## src/rtl/async_fifo_1clk.sv

```systemverilog
// async_fifo_1clk: single-clock FIFO with a first-word-fall-through read port.
// It keeps the dual-port interface and flag set of a clock-crossing FIFO, but both
// ports run on wb_clk_i.
//
// Parameters:
//   W        data width in bits
//   DP       depth in words (power of 2, >= 2)
//   WR_FAST  1: full from pointers only; 0: full also held one extra cycle
//   RD_FAST  1: empty from pointers only; 0: empty also held one extra cycle
//
// Ports:
//   wb_clk_i  clock, all state changes on its rising edge
//   wb_rst_i  synchronous active-high reset (pointers and slow flags only)
//   wr_en     push wr_data this cycle (ignored while full)
//   wr_data   word to push
//   full      no write accepted
//   afull     count >= DP-1
//   rd_en     pop the head word this cycle (ignored while empty)
//   rd_data   head word, combinational (valid while empty=0)
//   empty     no word available
//   aempty    count <= 1
module async_fifo_1clk #(
    parameter int unsigned W       = 32,
    parameter int unsigned DP      = 4,
    parameter bit          WR_FAST = 1'b1,
    parameter bit          RD_FAST = 1'b1
) (
    input  logic         wb_clk_i,
    input  logic         wb_rst_i,
    input  logic         wr_en,
    input  logic [W-1:0] wr_data,
    output logic         full,
    output logic         afull,
    input  logic         rd_en,
    output logic [W-1:0] rd_data,
    output logic         empty,
    output logic         aempty
);

    localparam int unsigned AW = $clog2(DP);
    localparam logic [AW:0] One = {{AW{1'b0}}, 1'b1};

    logic [W-1:0] mem [DP];

    // Pointers carry one extra wrap bit so full and empty are distinguishable.
    logic [AW:0] wr_ptr_q;
    logic [AW:0] rd_ptr_q;
    logic        full_q;
    logic        empty_q;

    logic [AW:0] count;
    logic [AW:0] afull_lvl;
    logic        full_fast;
    logic        empty_fast;
    logic        wr_go;
    logic        rd_go;

    always_comb begin
        count      = wr_ptr_q - rd_ptr_q;
        afull_lvl  = DP[AW:0] - One;
        full_fast  = (wr_ptr_q[AW-1:0] == rd_ptr_q[AW-1:0]) && (wr_ptr_q[AW] != rd_ptr_q[AW]);
        empty_fast = (wr_ptr_q == rd_ptr_q);

        // Slow flags assert immediately but release one cycle late: never optimistic.
        full   = WR_FAST ? full_fast : (full_fast | full_q);
        empty  = RD_FAST ? empty_fast : (empty_fast | empty_q);
        afull  = (count >= afull_lvl);
        aempty = (count <= One);

        // Gate on the visible flags so a slow flag also blocks the operation.
        wr_go   = wr_en && !full;
        rd_go   = rd_en && !empty;
        rd_data = mem[rd_ptr_q[AW-1:0]];
    end

    always_ff @(posedge wb_clk_i) begin
        if (wb_rst_i) begin
            wr_ptr_q <= '0;
            rd_ptr_q <= '0;
            full_q   <= 1'b0;
            empty_q  <= 1'b0;
        end else begin
            full_q  <= full_fast;
            empty_q <= empty_fast;
            if (wr_go) begin
                wr_ptr_q <= wr_ptr_q + One;
            end
            if (rd_go) begin
                rd_ptr_q <= rd_ptr_q + One;
            end
        end
    end

    // Storage is not reset; a reset only discards words by clearing the pointers.
    always_ff @(posedge wb_clk_i) begin
        if (wr_go && !wb_rst_i) begin
            mem[wr_ptr_q[AW-1:0]] <= wr_data;
        end
    end

endmodule

```

## config.mk

```make
export PLATFORM = sky130hd
export DESIGN_NAME = async_fifo_1clk
export DESIGN_NICKNAME = d
export VERILOG_FILES = /design/src/rtl/async_fifo_1clk.sv
export SDC_FILE = /design/constraint.sdc
export NUM_CORES = 1
export LEC_CHECK = 0
export ABC_AREA = 1
export CAP_MARGIN = 20
export CORE_ASPECT_RATIO = 1.4
export CORE_MARGIN = 5
export CORE_UTILIZATION = 50
export DETAILED_ROUTE_END_ITERATION = 8
export GPL_ROUTABILITY_DRIVEN = 1
export GPL_TIMING_DRIVEN = 0
export PLACE_DENSITY_LB_ADDON = 0.12
export SLEW_MARGIN = 10
export SYNTH_ARGS = -nofsm -noshare
export SYNTH_HDL_FRONTEND = slang
export SYNTH_SLANG_ARGS = --single-unit
```

## constraint.sdc

```tcl
create_clock -name wb_clk_i -period 7.7 [get_ports wb_clk_i]
set_input_delay 1.54 -clock wb_clk_i [delete_from_list [all_inputs] [get_ports wb_clk_i]]
set_output_delay 1.54 -clock wb_clk_i [all_outputs]
set_load 0.005 [all_outputs]
```

### Yosys cells after proc, flatten, opt, wreduce, memory -nomap -nowiden

Memories as Yosys holds them, arrays and structs flattened. A register that Yosys moved wholly into a read port is not among the register bits.
Index checks and enable logic that the tools add are counted.

| word-level totals | value |
|---|---|
| flip-flop bits (word level) | 6 |
| memory bits (writable) | 128 |
| output and inout port bits | 36 |
| word-level logic and storage cells | 22 |
| memories kept | 1 |

| cells by class | value |
|---|---|
| $add $sub $neg | 3 |
| $lt $le $gt $ge | 2 |
| equal/unequal tests | 3 |
| muxes and demuxes | 4 |
| reductions and logical operators | 7 |

Memory list:

| memory | depth | bits a word | read ports | clocked after Yosys merged registers in | wr ports | line | RTL |
|---|---|---|---|---|---|---|---|
| mem | 4 | 32 | 1 | 1 | 1 | 43 | `logic [W-1:0] mem [DP];` |

Operator list:

| kind | number |
|---|---|
| adder 3 x 1 -> 3 bit (second input constant) | 2 |
| logical AND 1 bit | 4 |
| 2-to-1 mux 2 bit | 2 |
| equality test 3 bit | 1 |
| greater-or-equal comparator 3 x 2 -> 1 bit (second input constant) | 1 |
| less-or-equal comparator 3 x 1 -> 1 bit (second input constant) | 1 |
| zero test 1 bit | 3 |
| subtractor 3 bit | 1 |
| equality test 2 bit | 1 |
| 2-to-1 mux 1 bit | 2 |
| != test 1 bit | 1 |

### Longest topological paths before layout

Gate-level depths: netlist of the first run.

| depth | value |
|---|---|
| word-level depth | 7 |
| depth in mapped cells | 8 |
| mapped depth without buffers | 8 |

### Least setup slack after synthesis of the first run

OpenSTA, ideal clock, no wires.

| timing | value |
|---|---|
| path type | input port to flip-flop |
| start point | in wb_rst_i |
| end point | mem mem[0][0] (enable) |
| setup time | 0.468 ns |
| arrival | 4.157 ns |
| required time | 7.232 ns |
| slack | 3.075 ns |
| stages on the path | 2 |
| path buffers | 1 |
| path through | buf_1 > nor3b_1 |

| between the ends | value |
|---|---|
| word-level cells in the longest chain between the ends | 4 |

Ends and longest elaborated chain:

| item | line | RTL |
|---|---|---|
| from (decl) | 29 | `input logic wb_rst_i,` |
| zero test 1 bit | 96 | `if (wr_go && !wb_rst_i) begin` |
| logical AND 1 bit | 96 |  |
| 2-to-1 mux 1 bit | 96 |  |
| 2-to-1 mux 1 bit (not written as such) | 97 | `mem[wr_ptr_q[AW-1:0]] <= wr_data;` |
| to (decl) | 43 |  |

No other way between the ends.

### Worst setup path after layout of the first run

| timing | value |
|---|---|
| start point | reg wr_ptr_q[0] |
| end point | out afull |

| between the ends | value |
|---|---|
| word-level cells in the longest chain between the ends | 2 |

Ends and longest elaborated chain:

| item | line | RTL |
|---|---|---|
| from (decl) | 46 | `logic [AW:0] wr_ptr_q;` |
| from (signal assigned) | 86 | `wr_ptr_q <= wr_ptr_q + One;` |
| subtractor 3 bit | 59 | `count = wr_ptr_q - rd_ptr_q;` |
| greater-or-equal comparator 3 x 2 -> 1 bit | 67 | `afull = (count >= afull_lvl);` |
| to (decl) | 33 | `output logic afull,` |

No other way between the ends.

==> metrics.txt, run 1 <==
# TYPE chip_impl_metric gauge
chip_impl_info{name="reg2reg_from",value="wr_ptr_q[0]$_SDFFE_PP0P_"} 1
chip_impl_metric{name="grt_pass1_vias",unit=""} 3568
chip_impl_info{name="rsz0062_at_grt",value="no"} 1
chip_impl_metric{name="maxClockFrequency",unit="MHz"} 257.1
chip_impl_metric{name="ys_async_sr_fraction",unit=""} 0
chip_impl_info{name="end_kind",value="primary output"} 1
chip_impl_metric{name="numCtsBuffers",unit=""} 17
chip_impl_metric{name="die_w",unit="um"} 96.64
chip_impl_metric{name="netSwitchingPower",unit="mW"} 0.4224
chip_impl_metric{name="transition_time_at_the_pin_with_the_least_slew_margin",unit="ns"} 0.7382
chip_impl_metric{name="synth-edff-count",unit=""} 128
chip_impl_metric{name="finalWorstPathRequiredPeriod",unit="ns"} 3.889
chip_impl_metric{name="initial_core_util",unit=""} 0.5076
chip_impl_metric{name="power_density",unit="nW/um^2"} 289.6
chip_impl_metric{name="fp.coreArea",unit="um^2"} 10350
chip_impl_metric{name="clock_power_share",unit=""} 0.462
chip_impl_metric{name="timing.final.crit_share",unit=""} 0.5051
chip_impl_metric{name="slew_viol_final",unit=""} 0
chip_impl_metric{name="number_of_warning_messages_in_the_yosys_log",unit=""} 0
chip_impl_metric{name="post_dp_cell_area",unit="um^2"} 6260
chip_impl_info{name="mostFrequentLayoutCells",value="128 x edfxtp_1, 70 x clkdlybuf4s50_1, 66 x nor2_1"} 1
chip_impl_metric{name="route.final.wire_length",unit="um"} 11240
chip_impl_metric{name="detail_route.iter0.violations",unit=""} 175
chip_impl_metric{name="seqPwrFrac",unit=""} 0.416
chip_impl_metric{name="skew",unit="ns"} 0.007506
chip_impl_metric{name="remaining_drc_errors",unit=""} 0
chip_impl_metric{name="std_cell_rows",unit=""} 44
chip_impl_metric{name="power.static_leakage",unit="nW"} 2.406
chip_impl_metric{name="holdBufCountCts",unit=""} 0
chip_impl_metric{name="final.setup.tns",unit="ns"} 0
chip_impl_metric{name="synth_fp_nets",unit=""} 426
chip_impl_metric{name="h-tree-depth",unit=""} 4
chip_impl_metric{name="global_route.overflow_total",unit=""} 0
chip_impl_metric{name="postCtsSetupRepairBufs",unit=""} 0
chip_impl_metric{name="synthesis.instances",unit=""} 382
chip_impl_metric{name="synth-seq-cells",unit=""} 136
chip_impl_metric{name="cap_viol_max_count",unit=""} 0
chip_impl_metric{name="final-hold-violation-count",unit=""} 0
chip_impl_metric{name="grt_pass1_wl",unit="um"} 18120
chip_impl_metric{name="drt_pre_antenna_iters",unit=""} 4
chip_impl_metric{name="io_pins",unit=""} 72
chip_impl_metric{name="avgSynthCellArea",unit="um^2"} 13.75
chip_impl_metric{name="port_buffers",unit=""} 70
chip_impl_metric{name="setup-violations-final",unit=""} 0
chip_impl_metric{name="synth-seq-area-share",unit=""} 0.7621
chip_impl_metric{name="ctsResizeCount",unit=""} 0
chip_impl_metric{name="timing.critical_path.arrival",unit="ns"} 2.35
chip_impl_info{name="startpoint",value="wr_ptr_q[0]$_SDFFE_PP0P_"} 1
chip_impl_metric{name="power_report.internal_total",unit="mW"} 1.588
chip_impl_metric{name="worst_case_vdd_ir_drop",unit="mV"} 0.1714
chip_impl_metric{name="gp_congestion",unit=""} 0.7663
chip_impl_metric{name="clkLatencyLatePin",unit="ns"} 0.41
chip_impl_metric{name="comb_power_share",unit=""} 0.122
chip_impl_metric{name="ctsLongestPathBuffers",unit=""} 2
chip_impl_metric{name="avgViaCountPerCell",unit=""} 5.354
chip_impl_info{name="rr_endpoint",value="mem[0][22]$_DFFE_PP_"} 1
chip_impl_info{name="run_status",value="finished, final reports clean"} 1
chip_impl_metric{name="synth.distinct_cells",unit=""} 27
chip_impl_info{name="crit_chain",value="inv_1, ha_1, inv_1, fa_1, inv_1, o21ai_0, clkdlybuf4s50_1"} 1
chip_impl_metric{name="antenna_left",unit=""} 0
chip_impl_info{name="critPathLaunchType",value="flip-flop"} 1
chip_impl_metric{name="worstPathRequired",unit="ns"} 6.16
chip_impl_metric{name="flow.area_growth_from_synthesis",unit="%"} 32.15
chip_impl_info{name="final_common_cell",value="edfxtp_1"} 1
chip_impl_metric{name="netlist_area",unit="um^2"} 5254
chip_impl_metric{name="cp_max_fo",unit=""} 4
chip_impl_info{name="critical_path.most_common_cell",value="inv_1"} 1
chip_impl_metric{name="detailed_place_hpwl",unit="um"} 7383
chip_impl_metric{name="relSlewSlack",unit=""} 0.5052
chip_impl_metric{name="insertedDiodeCount",unit=""} 0
chip_impl_metric{name="hold_slack",unit="ns"} 0.5164
chip_impl_info{name="clockRootBuffer",value="clkbuf_16"} 1
chip_impl_info{name="synth_flop_cell",value="edfxtp_1"} 1
chip_impl_info{name="crit_path_end",value="afull"} 1
chip_impl_metric{name="cts.sinks",unit=""} 136
chip_impl_metric{name="reg2reg_setup_slack",unit="ns"} 5.00
chip_impl_metric{name="timing.critical_path.slowest_cell_delay",unit="ns"} 0.54
chip_impl_metric{name="die-area",unit="um^2"} 12690
chip_impl_metric{name="finish.instance_area",unit="um^2"} 6943
chip_impl_metric{name="proportion_of_layout_cells_with_a_drive_suffix_above_1",unit=""} 0.1328
chip_impl_metric{name="grt_util_all_layers",unit=""} 0.1836
chip_impl_metric{name="routed_wire_length_per_instance",unit="um"} 17.70
chip_impl_metric{name="clk_transition_reported_paths",unit="ns"} 0.06
chip_impl_info{name="timing.hold.worst.class",value="flip-flop to flip-flop"} 1
chip_impl_metric{name="die_h",unit="um"} 131.3
chip_impl_info{name="timing.critical_path.slowest_stage_cell",value="clkdlybuf4s50_1"} 1
chip_impl_metric{name="number_of_antenna_violations_at_the_first_check_in_global_routing",unit=""} 0
chip_impl_metric{name="detailroute.via_count",unit=""} 3400
chip_impl_metric{name="reg2regPathDepth",unit=""} 11
chip_impl_metric{name="netSwitchingFraction",unit=""} 0.2101
chip_impl_metric{name="final.fill_count",unit=""} 785
chip_impl_metric{name="final_net_count",unit=""} 528
chip_impl_info{name="timing_worst_setup_path_type",value="flip-flop to primary output"} 1
chip_impl_metric{name="grt_start_max_net_pins",unit=""} 17
chip_impl_info{name="cts_tree",value="built"} 1
==> synthesized netlist by cell type, types with 2 or more instances <==
library cell / n / area (um^2)
edfxtp_1: 128 / 3844
a21oi_1: 6 / 30.03
nor3b_1: 3 / 22.52
o22ai_1: 32 / 200.2
nand2_1: 17 / 63.81
inv_1: 12 / 45.04
nor2_1: 66 / 247.7
buf_2: 10 / 50.05
inv_2: 2 / 7.510
dfxtp_1: 8 / 160.2
o21ai_1: 5 / 25.02
o21ai_0: 60 / 300.3
nand2_2: 2 / 12.51
nand3_1: 6 / 30.03
ha_1: 7 / 87.58
clkbuf_1: 7 / 26.28
==> power by group through the flow <==
stage	combinational, mW	sequential (mW)	clock, mW
after floorplan	0.106	0.851	0
after global placement	0.241	0.853	0
after detailed placement	0.249	0.851	0
after CTS	0.252	0.836	0.944
after global routing	0.273	0.837	0.970
final	0.246	0.836	0.929
==> layer usage <==
layer,track usage,share of wire,vias to the layer above,wire length (um)
li1,-,-,1618,-
met5,0,0,-,0
met4,0.07182,0.014,0,154
met3,0.05408,0.053,12,601
met1,0.2207,0.41,1664,4634
met2,0.3111,0.52,106,5851
==> logic make-up (layout without fill, tap and decap cells) <==
group	count (synthesis)	after routing	share of synthesized area
AO/OA/AOI/OAI	103	103	0.1057
XOR/XNOR	1	1	0.001667
adder cells (fa/ha/maj)	8	8	0.02048
buffers and inverters	35	150	0.02882
flip-flops	136	136	0.7621
AND/OR/NAND/NOR	99	99	0.08121
==> critical path: cells and delay by family (launching register included) <==
family / cells / cell delay [ns]
flip-flops: 1 / 0.34
adder cells (fa/ha/maj): 2 / 0.63
AO/OA/AOI/OAI: 1 / 0.19
buffers and inverters: 4 / 0.76
==> stage by stage <==
step / worst slack (ns) / utilization / std cells / power, mW
2_1_floorplan: 3.075 / - / 382 / 0.9569
3_3_place_gp: 0.6719 / 0.5920 / 590 / 1.094
3_5_place_dp: 3.892 / 0.6048 / 603 / 1.100
4_1_cts: 3.785 / 0.6708 / 635 / 2.031
5_1_grt: 3.666 / 0.6708 / 635 / 2.081
6_report: 3.811 / 0.6708 / 635 / 2.011
==> state kept, by name, indices dropped and copies added, names as in the netlist, named ones only <==
name      cells
mem         128
rd_ptr_q      3
wr_ptr_q      3
==> how the worst min path moves through the flow <==
stage | from | endpoint | depth (start not counted)
finish | rd_ptr_q[2]$_SDFFE_PP0P_ | rd_ptr_q[2]$_SDFFE_PP0P_ | 2
global route | rd_ptr_q[1]$_SDFFE_PP0P_ | rd_ptr_q[1]$_SDFFE_PP0P_ | 2
CTS | rd_ptr_q[1]$_SDFFE_PP0P_ | rd_ptr_q[1]$_SDFFE_PP0P_ | 2
detailed placement | rd_ptr_q[1]$_SDFFE_PP0P_ | rd_ptr_q[1]$_SDFFE_PP0P_ | 2
global placement | wr_ptr_q[0]$_SDFFE_PP0P_ | wr_ptr_q[0]$_SDFFE_PP0P_ | 2
floorplan | rd_ptr_q[1]$_SDFFE_PP0P_ | flip-flop | 2
==> cell type report <==
| type | instances | area (um^2) | share of cell area |
|---|---|---|---|
| Multi-Input combinational cell | 211 | 1119 | 0.1611 |
| Clock inverter | 13 | 250.2 | 0.03604 |
| Inverter | 15 | 58.81 | 0.008470 |
| Timing Repair Buffer | 83 | 813.3 | 0.1171 |
| Sequential cell | 136 | 4004 | 0.5767 |
| Tap cell | 138 | 172.7 | 0.02487 |
| Clock buffer | 19 | 432.9 | 0.06235 |
| Buffer | 20 | 92.59 | 0.01334 |
Note: power is estimated with default switching activity, not from simulation.
==> run 2, diff against run 1 <==
--- a/config.mk
+++ b/config.mk
@@ -9,7 +9,7 @@
 export CAP_MARGIN = 20
 export CORE_ASPECT_RATIO = 1.4
 export CORE_MARGIN = 5
-export CORE_UTILIZATION = 50
+export CORE_UTILIZATION = 49
 export DETAILED_ROUTE_END_ITERATION = 8
 export GPL_ROUTABILITY_DRIVEN = 1
 export GPL_TIMING_DRIVEN = 0
==> constraint.sdc (replaced) <==
create_clock -name wb_clk_i -period 3.5 [get_ports wb_clk_i]
set_input_delay 0.7 -clock wb_clk_i [delete_from_list [all_inputs] [get_ports wb_clk_i]]
set_output_delay 0.7 -clock wb_clk_i [all_outputs]
set_load 0.005 [all_outputs]
==> run 2 against run 1 <==
Global-route usage shrank 0.15 points. Utilization decreased by 1.3 points. Total power is 110% higher. Hold slack about the same. Sequential share of layout area rose by 0.56 points. Worst setup slack lost 3.3 ns. First-iteration DRC count fell by 2.3%. Routed wire length increased by 2.3%. Clock skew is essentially flat. Register-to-register slack got worse by 4.0 ns. Combinational power rose by 120%. Design area decreased by 0.96%. Critical endpoint is now rd_data[29].
==> metrics.txt, run 2 (synthesis results as in run 1) <==
# TYPE chip_impl_metric gauge
chip_impl_metric{name="grt_util_all_layers",unit=""} 0.1821
chip_impl_metric{name="grt_pass1_wl",unit="um"} 18020
chip_impl_metric{name="gp_congestion",unit=""} 0.7361
chip_impl_info{name="cts_tree",value="built"} 1
chip_impl_metric{name="insertedDiodeCount",unit=""} 0
chip_impl_metric{name="timing.critical_path.arrival",unit="ns"} 2.29
chip_impl_metric{name="std_cell_rows",unit=""} 44
chip_impl_metric{name="clkLatencyLatePin",unit="ns"} 0.41
chip_impl_metric{name="proportion_of_layout_cells_with_a_drive_suffix_above_1",unit=""} 0.1328
chip_impl_metric{name="io_pins",unit=""} 72
chip_impl_metric{name="antenna_left",unit=""} 0
chip_impl_metric{name="relSlewSlack",unit=""} 0.5027
chip_impl_metric{name="seq_area",unit="um^2"} 4004
chip_impl_metric{name="routed_wire_length_per_instance",unit="um"} 18.11
chip_impl_metric{name="worst_case_vdd_ir_drop",unit="mV"} 0.4145
chip_impl_metric{name="reg2regPathDepth",unit=""} 9
chip_impl_metric{name="grt_pass1_vias",unit=""} 3571
chip_impl_metric{name="clk_transition_reported_paths",unit="ns"} 0.05
chip_impl_metric{name="cp_max_fo",unit=""} 10
chip_impl_metric{name="finalWorstPathRequiredPeriod",unit="ns"} 2.988
chip_impl_metric{name="power.static_leakage",unit="nW"} 2.367
chip_impl_metric{name="die_w",unit="um"} 97.52
chip_impl_info{name="rsz0062_at_grt",value="no"} 1
chip_impl_metric{name="postCtsSetupRepairBufs",unit=""} 0
chip_impl_info{name="end_kind",value="primary output"} 1
chip_impl_metric{name="die-area",unit="um^2"} 12920
chip_impl_metric{name="transition_time_at_the_pin_with_the_least_slew_margin",unit="ns"} 0.7427
chip_impl_info{name="timing_worst_setup_path_type",value="flip-flop to primary output"} 1
chip_impl_metric{name="h-tree-depth",unit=""} 4
chip_impl_metric{name="route.final.wire_length",unit="um"} 11500
chip_impl_metric{name="maxClockFrequency",unit="MHz"} 334.7
chip_impl_metric{name="multi_input_area",unit="um^2"} 1119
chip_impl_metric{name="fp.coreArea",unit="um^2"} 10460
chip_impl_metric{name="timing.final.crit_share",unit=""} 0.8536
chip_impl_metric{name="initial_core_util",unit=""} 0.5023
chip_impl_metric{name="slew_viol_final",unit=""} 0
chip_impl_metric{name="number_of_antenna_violations_at_the_first_check_in_global_routing",unit=""} 0
chip_impl_metric{name="ctsLongestPathBuffers",unit=""} 2
chip_impl_info{name="mostFrequentLayoutCells",value="128 x edfxtp_1, 70 x clkdlybuf4s50_1, 66 x nor2_1"} 1
chip_impl_metric{name="die_h",unit="um"} 132.5
chip_impl_metric{name="hold_depth",unit=""} 2
chip_impl_metric{name="setup-violations-final",unit=""} 0
chip_impl_metric{name="power_density",unit="nW/um^2"} 599.9
chip_impl_metric{name="flow.area_growth_from_synthesis",unit="%"} 30.89
chip_impl_metric{name="skew",unit="ns"} 0.007115
chip_impl_info{name="critPathLaunchType",value="flip-flop"} 1
chip_impl_metric{name="report.power.total",unit="mW"} 4.125
chip_impl_metric{name="detail_route.iter0.violations",unit=""} 171
chip_impl_metric{name="layout.core_utilization",unit=""} 0.6574
chip_impl_metric{name="largest_reg_flops",unit=""} 128
chip_impl_metric{name="detailed_place_hpwl",unit="um"} 7750
chip_impl_metric{name="cts.sinks",unit=""} 136
chip_impl_metric{name="port_buffers",unit=""} 70
chip_impl_metric{name="global_route.overflow_total",unit=""} 0
chip_impl_info{name="final_common_cell",value="edfxtp_1"} 1
chip_impl_metric{name="worstPathRequired",unit="ns"} 2.80
chip_impl_metric{name="final_net_count",unit=""} 529
chip_impl_metric{name="remaining_drc_errors",unit=""} 0
chip_impl_metric{name="final-hold-violation-count",unit=""} 0
chip_impl_metric{name="grt_start_max_net_pins",unit=""} 17
chip_impl_metric{name="cap_viol_max_count",unit=""} 0
chip_impl_metric{name="final.fill_count",unit=""} 778
chip_impl_metric{name="avgViaCountPerCell",unit=""} 5.304
chip_impl_metric{name="numCtsBuffers",unit=""} 17
chip_impl_metric{name="holdBufCountCts",unit=""} 0
chip_impl_info{name="timing.hold.worst.start",value="wr_ptr_q[0]$_SDFFE_PP0P_"} 1
chip_impl_metric{name="detailroute.via_count",unit=""} 3368
chip_impl_info{name="clockRootBuffer",value="clkbuf_16"} 1
chip_impl_metric{name="hold_slack",unit="ns"} 0.5159
chip_impl_metric{name="ctsResizeCount",unit=""} 0
chip_impl_info{name="run_status",value="finished, final reports clean"} 1
chip_impl_metric{name="drt_pre_antenna_iters",unit=""} 4
chip_impl_info{name="reg2reg_from",value="wr_ptr_q[0]$_SDFFE_PP0P_"} 1
chip_impl_info{name="timing.hold.worst.class",value="flip-flop to flip-flop"} 1
==> run 2: cell count changes in the layout (fill, tap and decap cells not counted), sizes merged <==
cell | before | now
buf | 25 | 26
inv | 15 | 16
clkbuf | 27 | 25
clkinv | 3 | 5
clkinvlp | 3 | 5
bufinv | 7 | 3
==> run 2: through the flow <==
step | setup TNS (ns) | area (um^2) | worst slack (ns) | instances
3_3_place_gp | -338.45 | 6127 | -2.830 | 590
4_1_cts | 0 | 6877 | 0.5034 | 635
3_5_place_dp | 0 | 6294 | 0.7427 | 604
2_1_floorplan | -43.33 | 5254 | -0.3858 | 382
6_report | 0 | 6877 | 0.5124 | 635
5_1_grt | 0 | 6877 | 0.3842 | 635
==> run 2: path summary, 6_finish.rpt <==
kind | slack (ns) | to
setup / recovery | 0.51 | rd_data[29]
hold / removal | 0.52 | wr_ptr_q[0]$_SDFFE_PP0P_
setup reg to reg | 1.04 | mem[2][24]$_DFFE_PP_
hold reg to reg | 0.52 | wr_ptr_q[0]$_SDFFE_PP0P_
==> run 2: report_power, final <==
part | internal, mW | switching [mW] | leakage (nW)
clock network | 1.11 | 0.633 | 0.270
logic | 0.267 | 0.281 | 0.869
registers | 1.82 | 0.0144 | 1.23
==> run 2: layout make-up <==
type                    instances  area share
plain buffers                  20     0.01346
clock inverters                14     0.02293
flip-flops and latches        136      0.5822
repair buffers                 84      0.1232
clock buffers                  17     0.06186
multi-input cells             211      0.1627
inverters                      15    0.008552
well taps                     138     0.02511
==> run 2: routing by layer <==
layer | track usage | vias to the layer above | part of all wire
met5 | 0 | - | 0
met4 | 0.07929 | 0 | 0.014
met3 | 0.05003 | 15 | 0.054
met2 | 0.3230 | 103 | 0.54
met1 | 0.2043 | 1630 | 0.40
li1 | - | 1620 | -
==> run 2: worst max-delay path, stage by stage, from the launching register on <==
cell and delay [ns]:
dfxtp_1 0.36, inv_1 0.15, clkbuf_1 0.43, o21ai_0 0.21, o22ai_1 0.19, clkdlybuf4s50_1 0.54
==> run 3, diff against run 2 <==
--- a/config.mk
+++ b/config.mk
@@ -9,7 +9,7 @@
 export CAP_MARGIN = 20
 export CORE_ASPECT_RATIO = 1.4
 export CORE_MARGIN = 5
-export CORE_UTILIZATION = 49
+export CORE_UTILIZATION = 50
 export DETAILED_ROUTE_END_ITERATION = 8
 export GPL_ROUTABILITY_DRIVEN = 1
 export GPL_TIMING_DRIVEN = 0
==> constraint.sdc (replaced) <==
create_clock -name wb_clk_i -period 3.68 [get_ports wb_clk_i]
set_input_delay 0.736 -clock wb_clk_i [delete_from_list [all_inputs] [get_ports wb_clk_i]]
set_output_delay 0.736 -clock wb_clk_i [all_outputs]
set_load 0.005 [all_outputs]
==> results of run 3 <==
Same layout as run 1 (identical final DEF). Status: finished, final reports clean.
Among the figures that moved: setup slack after placement 3.892 ns -> 0.6764 ns; setup slack after layout 3.811 ns -> 0.5951 ns; register-to-register setup slack 5.00 ns -> 0.98 ns; total power 2.011 mW -> 4.207 mW; worst IR drop on VDD 0.1714 mV -> 0.3586 mV
